### src/rtl/seq_divider.sv
`default_nettype none
// ============================================================================
// Module   : seq_divider
// Purpose  : Multi-cycle unsigned restoring divider. One quotient bit per
//            clock, MSB first, through a single shared subtract/restore
//            datapath. start/busy/done handshake, captured operands, held
//            results and a divide-by-zero flag.
// Ports    : clk    - rising-edge clock
//            rst_n  - asynchronous active-low reset
//            start  - request a division (sampled only while idle)
//            A, B   - dividend / divisor, captured on the accepting edge
//            busy   - high while a division is in progress
//            done   - one-cycle pulse when Q/R/dbz have just been updated
//            Q, R   - quotient / remainder, held until next completion
//            dbz    - divide-by-zero flag of the last completed operation
// Revision : 1.0 - initial release
// ============================================================================
module seq_divider #(
  parameter int WIDTH = 8,
  parameter int CNT_W = $clog2(WIDTH + 1)
) (
  input  logic             clk,
  input  logic             rst_n,
  input  logic             start,
  input  logic [WIDTH-1:0] A,
  input  logic [WIDTH-1:0] B,
  output logic             busy,
  output logic             done,
  output logic [WIDTH-1:0] Q,
  output logic [WIDTH-1:0] R,
  output logic             dbz
);

  localparam logic [1:0]       c_IDLE = 2'd0;
  localparam logic [1:0]       c_RUN  = 2'd1;
  localparam logic [1:0]       c_FIN  = 2'd2;
  localparam logic [CNT_W-1:0] c_LAST = CNT_W'(WIDTH - 1);

  logic [1:0]       r_state;
  logic [CNT_W-1:0] r_cnt;
  // Partial remainder. Its (WIDTH+1)-th bit is always zero between
  // iterations (P < B always holds), so only WIDTH bits are stored; the
  // extra MSB is carried in w_shift / w_t where it matters.
  logic [WIDTH-1:0] r_p;
  // Dividend bits shift out of the MSB while quotient bits shift in at the
  // LSB; after WIDTH iterations it holds the quotient. On a zero divisor no
  // iterations run, so it still holds A at FIN time.
  logic [WIDTH-1:0] r_s;
  logic [WIDTH-1:0] r_b;
  logic [WIDTH-1:0] r_q;
  logic [WIDTH-1:0] r_r;
  logic             r_dbz;
  logic             r_done;

  logic [WIDTH:0]   w_shift;
  logic [WIDTH:0]   w_t;
  logic             w_neg;
  logic             w_bzero;

  assign w_shift = {r_p, r_s[WIDTH-1]};
  assign w_t     = w_shift - {1'b0, r_b};
  assign w_neg   = w_t[WIDTH];
  assign w_bzero = (r_b == '0);

  always_ff @(posedge clk or negedge rst_n) begin
    if (!rst_n) begin
      r_state <= c_IDLE;
      r_cnt   <= '0;
      r_p     <= '0;
      r_s     <= '0;
      r_b     <= '0;
      r_q     <= '0;
      r_r     <= '0;
      r_dbz   <= 1'b0;
      r_done  <= 1'b0;
    end else begin
      r_done <= 1'b0;
      case (r_state)
        c_IDLE: begin
          if (start) begin
            r_s     <= A;
            r_b     <= B;
            r_p     <= '0;
            r_cnt   <= '0;
            // A zero divisor skips the iterations entirely.
            r_state <= (B == '0) ? c_FIN : c_RUN;
          end
        end
        c_RUN: begin
          // Restore when the trial subtraction went negative; the restored
          // value fits in WIDTH bits because it is below B.
          r_p     <= w_neg ? w_shift[WIDTH-1:0] : w_t[WIDTH-1:0];
          r_s     <= {r_s[WIDTH-2:0], ~w_neg};
          r_cnt   <= r_cnt + CNT_W'(1);
          if (r_cnt == c_LAST) begin
            r_state <= c_FIN;
          end
        end
        c_FIN: begin
          if (w_bzero) begin
            r_q   <= '1;
            r_r   <= r_s;
            r_dbz <= 1'b1;
          end else begin
            r_q   <= r_s;
            r_r   <= r_p;
            r_dbz <= 1'b0;
          end
          r_done  <= 1'b1;
          r_state <= c_IDLE;
        end
        default: begin
          r_state <= c_IDLE;
        end
      endcase
    end
  end

  assign busy = (r_state != c_IDLE);
  assign done = r_done;
  assign Q    = r_q;
  assign R    = r_r;
  assign dbz  = r_dbz;

endmodule
`default_nettype wire

### config.mk
export PLATFORM = sky130hd
export DESIGN_NAME = seq_divider
export DESIGN_NICKNAME = d
export VERILOG_FILES = /design/src/rtl/seq_divider.sv
export SDC_FILE = /design/constraint.sdc
export NUM_CORES = 1
export LEC_CHECK = 0
export CORE_MARGIN = 1.5
export CORE_UTILIZATION = 54
export CTS_BUF_LIST = sky130_fd_sc_hd__clkbuf_16
export CTS_CLUSTER_SIZE = 8
export DETAILED_ROUTE_END_ITERATION = 8
export GPL_TIMING_DRIVEN = 0
export PLACE_DENSITY = 0.87
export SYNTH_ARGS = -nofsm -noshare
export SYNTH_HDL_FRONTEND = slang
export SYNTH_SLANG_ARGS = --single-unit
### constraint.sdc
create_clock -name clk -period 3.1 [get_ports clk]
set_input_delay 0.31 -clock clk [delete_from_list [all_inputs] [get_ports clk]]
set_output_delay 0.31 -clock clk [all_outputs]
set_load 0.02 [all_outputs]
==> impl_metrics.tcl, run 1 <==
set metrics [dict create \
    skew_ns 0.00366 \
    max_freq_mhz 350 \
    dieArea_sq_mm 0.00509 \
    cts_tree "done" \
    setup_viol 0 \
    vias_per_cell 5.81 \
    ys_types 41 \
    cp_data_arrival_time_ns 3.04 \
    cts_buffer_depth 2 \
    rsz0062_at_grt "no" \
    initial_core_util 0.571 \
    synth_warnings 0 \
    clk_pin_slew_ns 0.06 \
    start_kind "flip-flop" \
    vdd_drop_max_v 0.000540 \
    first_pass_iters 4 \
    synth_cells 269 \
    hpwl_um 4260 \
    cts_root_buffer "clkbuf_16" \
    antenna_found_initial 0 \
    relSlewSlack 0.634 \
    slew_viol_final 0 \
    synth_fp_nets 298 \
    power_density_mw_per_mm2 1140 \
    n_antenna_cell 0 \
    critPathMaxStageDelay_ns 0.58 \
    grt_overflow 0 \
    fin_crit_ns 2.86 \
    setup_tns_ns 0 \
    nets 344 \
    tightest_slew_ns 0.549 \
    vias 2138 \
    crit_type "flip-flop to flip-flop" \
    cts_setup_buffers 0 \
    htree_levels 2 \
    grt_pass1_vias 2164 \
    rows 24 \
    cp_slowest_cell "a2111oi_4" \
    leakage_nw 1.37 \
    core_area_sq_mm 0.00441 \
    cts_sinks 48 \
    hp-class "input port to asynchronous set/reset pin" \
    die_w_um 71.3 \
    wl_per_cell_um 15.2 \
    grtUsageTotal 0.244 \
    cp_max_fo 10 \
    cts_buffers 5 \
    area_growth_pct 24.9 \
    hold_viol 0 \
    drc 0 \
    period_share 0.923 \
    grt_max_degree 40 \
    clock_latency_ns 0.28 \
    critPathBufInv 2 \
    grt_pass1_wl_um 9870 \
    drt-total-wl_um 5610 \
    maxCapViolCount 0 \
    ys_seq_area_frac 0.477 \
    holdWs_ns 0.420 \
    drtIter0Drc 130 \
    status "completed" \
    crit_required_ns 3.28 \
    final_layout_size_suffix_gt1_frac 0.0570 \
    synth_area_sq_mm 0.00252 \
    die_y_um 71.3 \
    power_mw 3.60 \
    path_delay_family "compound AO/OA/AOI/OAI gates" \
    mostFrequentLayoutCells "48 x dfrtp_1, 47 x nand2_1, 36 x clkdlybuf4s50_1" \
    postRouteAntennaNets 0 \
    layout_commonest_cell "dfrtp_1" \
    path_cells "inv_1, ha_1, fa_1, nand2b_1, a211oi_2, mux2i_1, a2111oi_4, buf_6, nand3_1, o311ai_1" \
    ys_seq_elements 48 \
    syn_avg_cell_area_sq_um 9.37 \
    io_buffers 37 \
    end_kind "flip-flop" \
    finalWeightedCongestion 0.837 \
    num_io_pins 38 \
]
-- path summary, 6_finish.rpt --
path                        start  endpoint  slack (ns)  cells after the start
hold reg to reg              Q[7]      Q[7]        0.46                      2
setup / recovery           r_s[7]    r_p[3]        0.24                     10
max in group asynchronous   rst_n    r_b[2]        2.20                      3
hold / removal              rst_n    r_p[7]        0.42                      2
min in group clk             Q[7]      Q[7]        0.46                      2
setup reg to reg           r_s[7]    r_p[3]        0.24                     10
-- worst register-to-register path, delay by kind of cell, from the launching register on --
| kind | cells | cell delay (ns) |
|---|---|---|
| AO/OA/AOI/OAI | 3 | 0.93 |
| adder cells (fa/ha/maj) | 2 | 0.66 |
| flip-flops | 1 | 0.42 |
| buffers and inverters | 2 | 0.32 |
| AND/OR/NAND/NOR | 2 | 0.29 |
| multiplexers | 1 | 0.14 |
-- Yosys cell counts --
master | number | share of area
nand2_1 | 47 | 0.070
o21ai_1 | 3 | 0.0060
nand2b_1 | 8 | 0.020
or4_2 | 1 | 0.0035
o21bai_1 | 1 | 0.0030
buf_6 | 1 | 0.0045
o21a_1 | 2 | 0.0060
nor2b_1 | 11 | 0.027
o311ai_1 | 2 | 0.0070
o21ai_0 | 35 | 0.070
and2_1 | 1 | 0.0025
buf_2 | 1 | 0.0020
nor2_1 | 8 | 0.012
nand4b_1 | 1 | 0.0035
a2111oi_4 | 1 | 0.011
inv_1 | 12 | 0.018
a21o_2 | 1 | 0.0035
or2_2 | 1 | 0.0025
o22ai_1 | 1 | 0.0025
buf_1 | 1 | 0.0015
fa_1 | 1 | 0.0079
nor3_1 | 2 | 0.0040
o2111ai_1 | 1 | 0.0035
ha_1 | 9 | 0.045
a22oi_1 | 8 | 0.024
nand4_1 | 1 | 0.0025
a22o_1 | 2 | 0.0070
a21oi_1 | 13 | 0.026
o311ai_0 | 3 | 0.010
mux2i_1 | 11 | 0.044
a211oi_1 | 1 | 0.0030
nor4_1 | 2 | 0.0050
xnor2_1 | 4 | 0.014
clkbuf_1 | 10 | 0.015
o21ai_2 | 1 | 0.0035
or4_1 | 2 | 0.0060
nand3_1 | 8 | 0.016
a221oi_1 | 1 | 0.0035
mux2_2 | 1 | 0.0045
dfrtp_1 | 48 | 0.48
a211oi_2 | 1 | 0.0050
-- cell families (layout without fill, tap and decap cells) --
group / Yosys count / count (layout) / share of synthesized area
buffers and inverters: 25 / 72 / 0.0407
xor gates and xnor gates: 4 / 4 / 0.0139
and+or+nand+nor: 93 / 93 / 0.174
DFF: 48 / 48 / 0.477
AOI/OAI and AO/OA: 77 / 77 / 0.194
adders and majority gates: 10 / 10 / 0.0526
muxes: 12 / 12 / 0.0482
-- registers in the layout, indices dropped and copies added (netlist names) --
signal	count
Q	8
r_b	8
done	1
r_s	8
dbz	1
r_p	8
R	8
r_state	2
r_cnt	4
-- cell type report --
| cell class | count | area [sq um] |
|---|---|---|
| Clock inverter | 3 | 42.5 |
| Clock buffer | 5 | 125 |
| Multi-Input combinational cell | 196 | 1220 |
| Buffer | 13 | 57.6 |
| Fill cell | 337 | 1270 |
| Timing Repair Buffer | 39 | 395 |
| Tap cell | 52 | 65.1 |
| Inverter | 12 | 45.0 |
| Sequential cell | 48 | 1200 |
-- through the flow --
stage | instances | instance area (sq um) | setup slack (ns) | utilization
2_1_floorplan | 269 | 2520 | 0.553 | -
3_3_place_gp | 358 | 2960 | 0.339 | 0.670
3_5_place_dp | 359 | 2970 | 0.264 | 0.673
4_1_cts | 368 | 3150 | 0.212 | 0.713
5_1_grt | 368 | 3150 | 0.0541 | 0.713
6_report | 368 | 3150 | 0.240 | 0.713
-- timing repair --
item,in CTS,in global routing
hold buffers,1,0
gates resized for setup,0,0
endpoints found under the hold margin,9,0
-- power by group --
| part | switching [mW] | internal, mW |
|---|---|---|
| Sequential | 0.246 | 0.902 |
| Combinational | 0.999 | 0.847 |
| Clock | 0.227 | 0.379 |
| Total | 1.47 | 2.13 |
-- routing by layer --
metal  global-route usage  share of wire  vias up  wire length (um)
met4               0.0713          0.014        0                76
met3               0.0478          0.042       10               236
met2                0.434           0.52       64              2940
li1                     -              -     1041                 -
met1                0.301           0.42     1023              2360
met5                    0              0        -                 0
Power figures use the tool's default switching activity.
==> run 2, diff against run 1 <==
--- a/config.mk
+++ b/config.mk
@@ -15,3 +15,4 @@
 export SYNTH_ARGS = -nofsm -noshare
 export SYNTH_HDL_FRONTEND = slang
 export SYNTH_SLANG_ARGS = --single-unit
+export TNS_END_PERCENT = 100
==> results of run 2 <==
No change in the layout: final DEF, timing and power equal those of run 1.
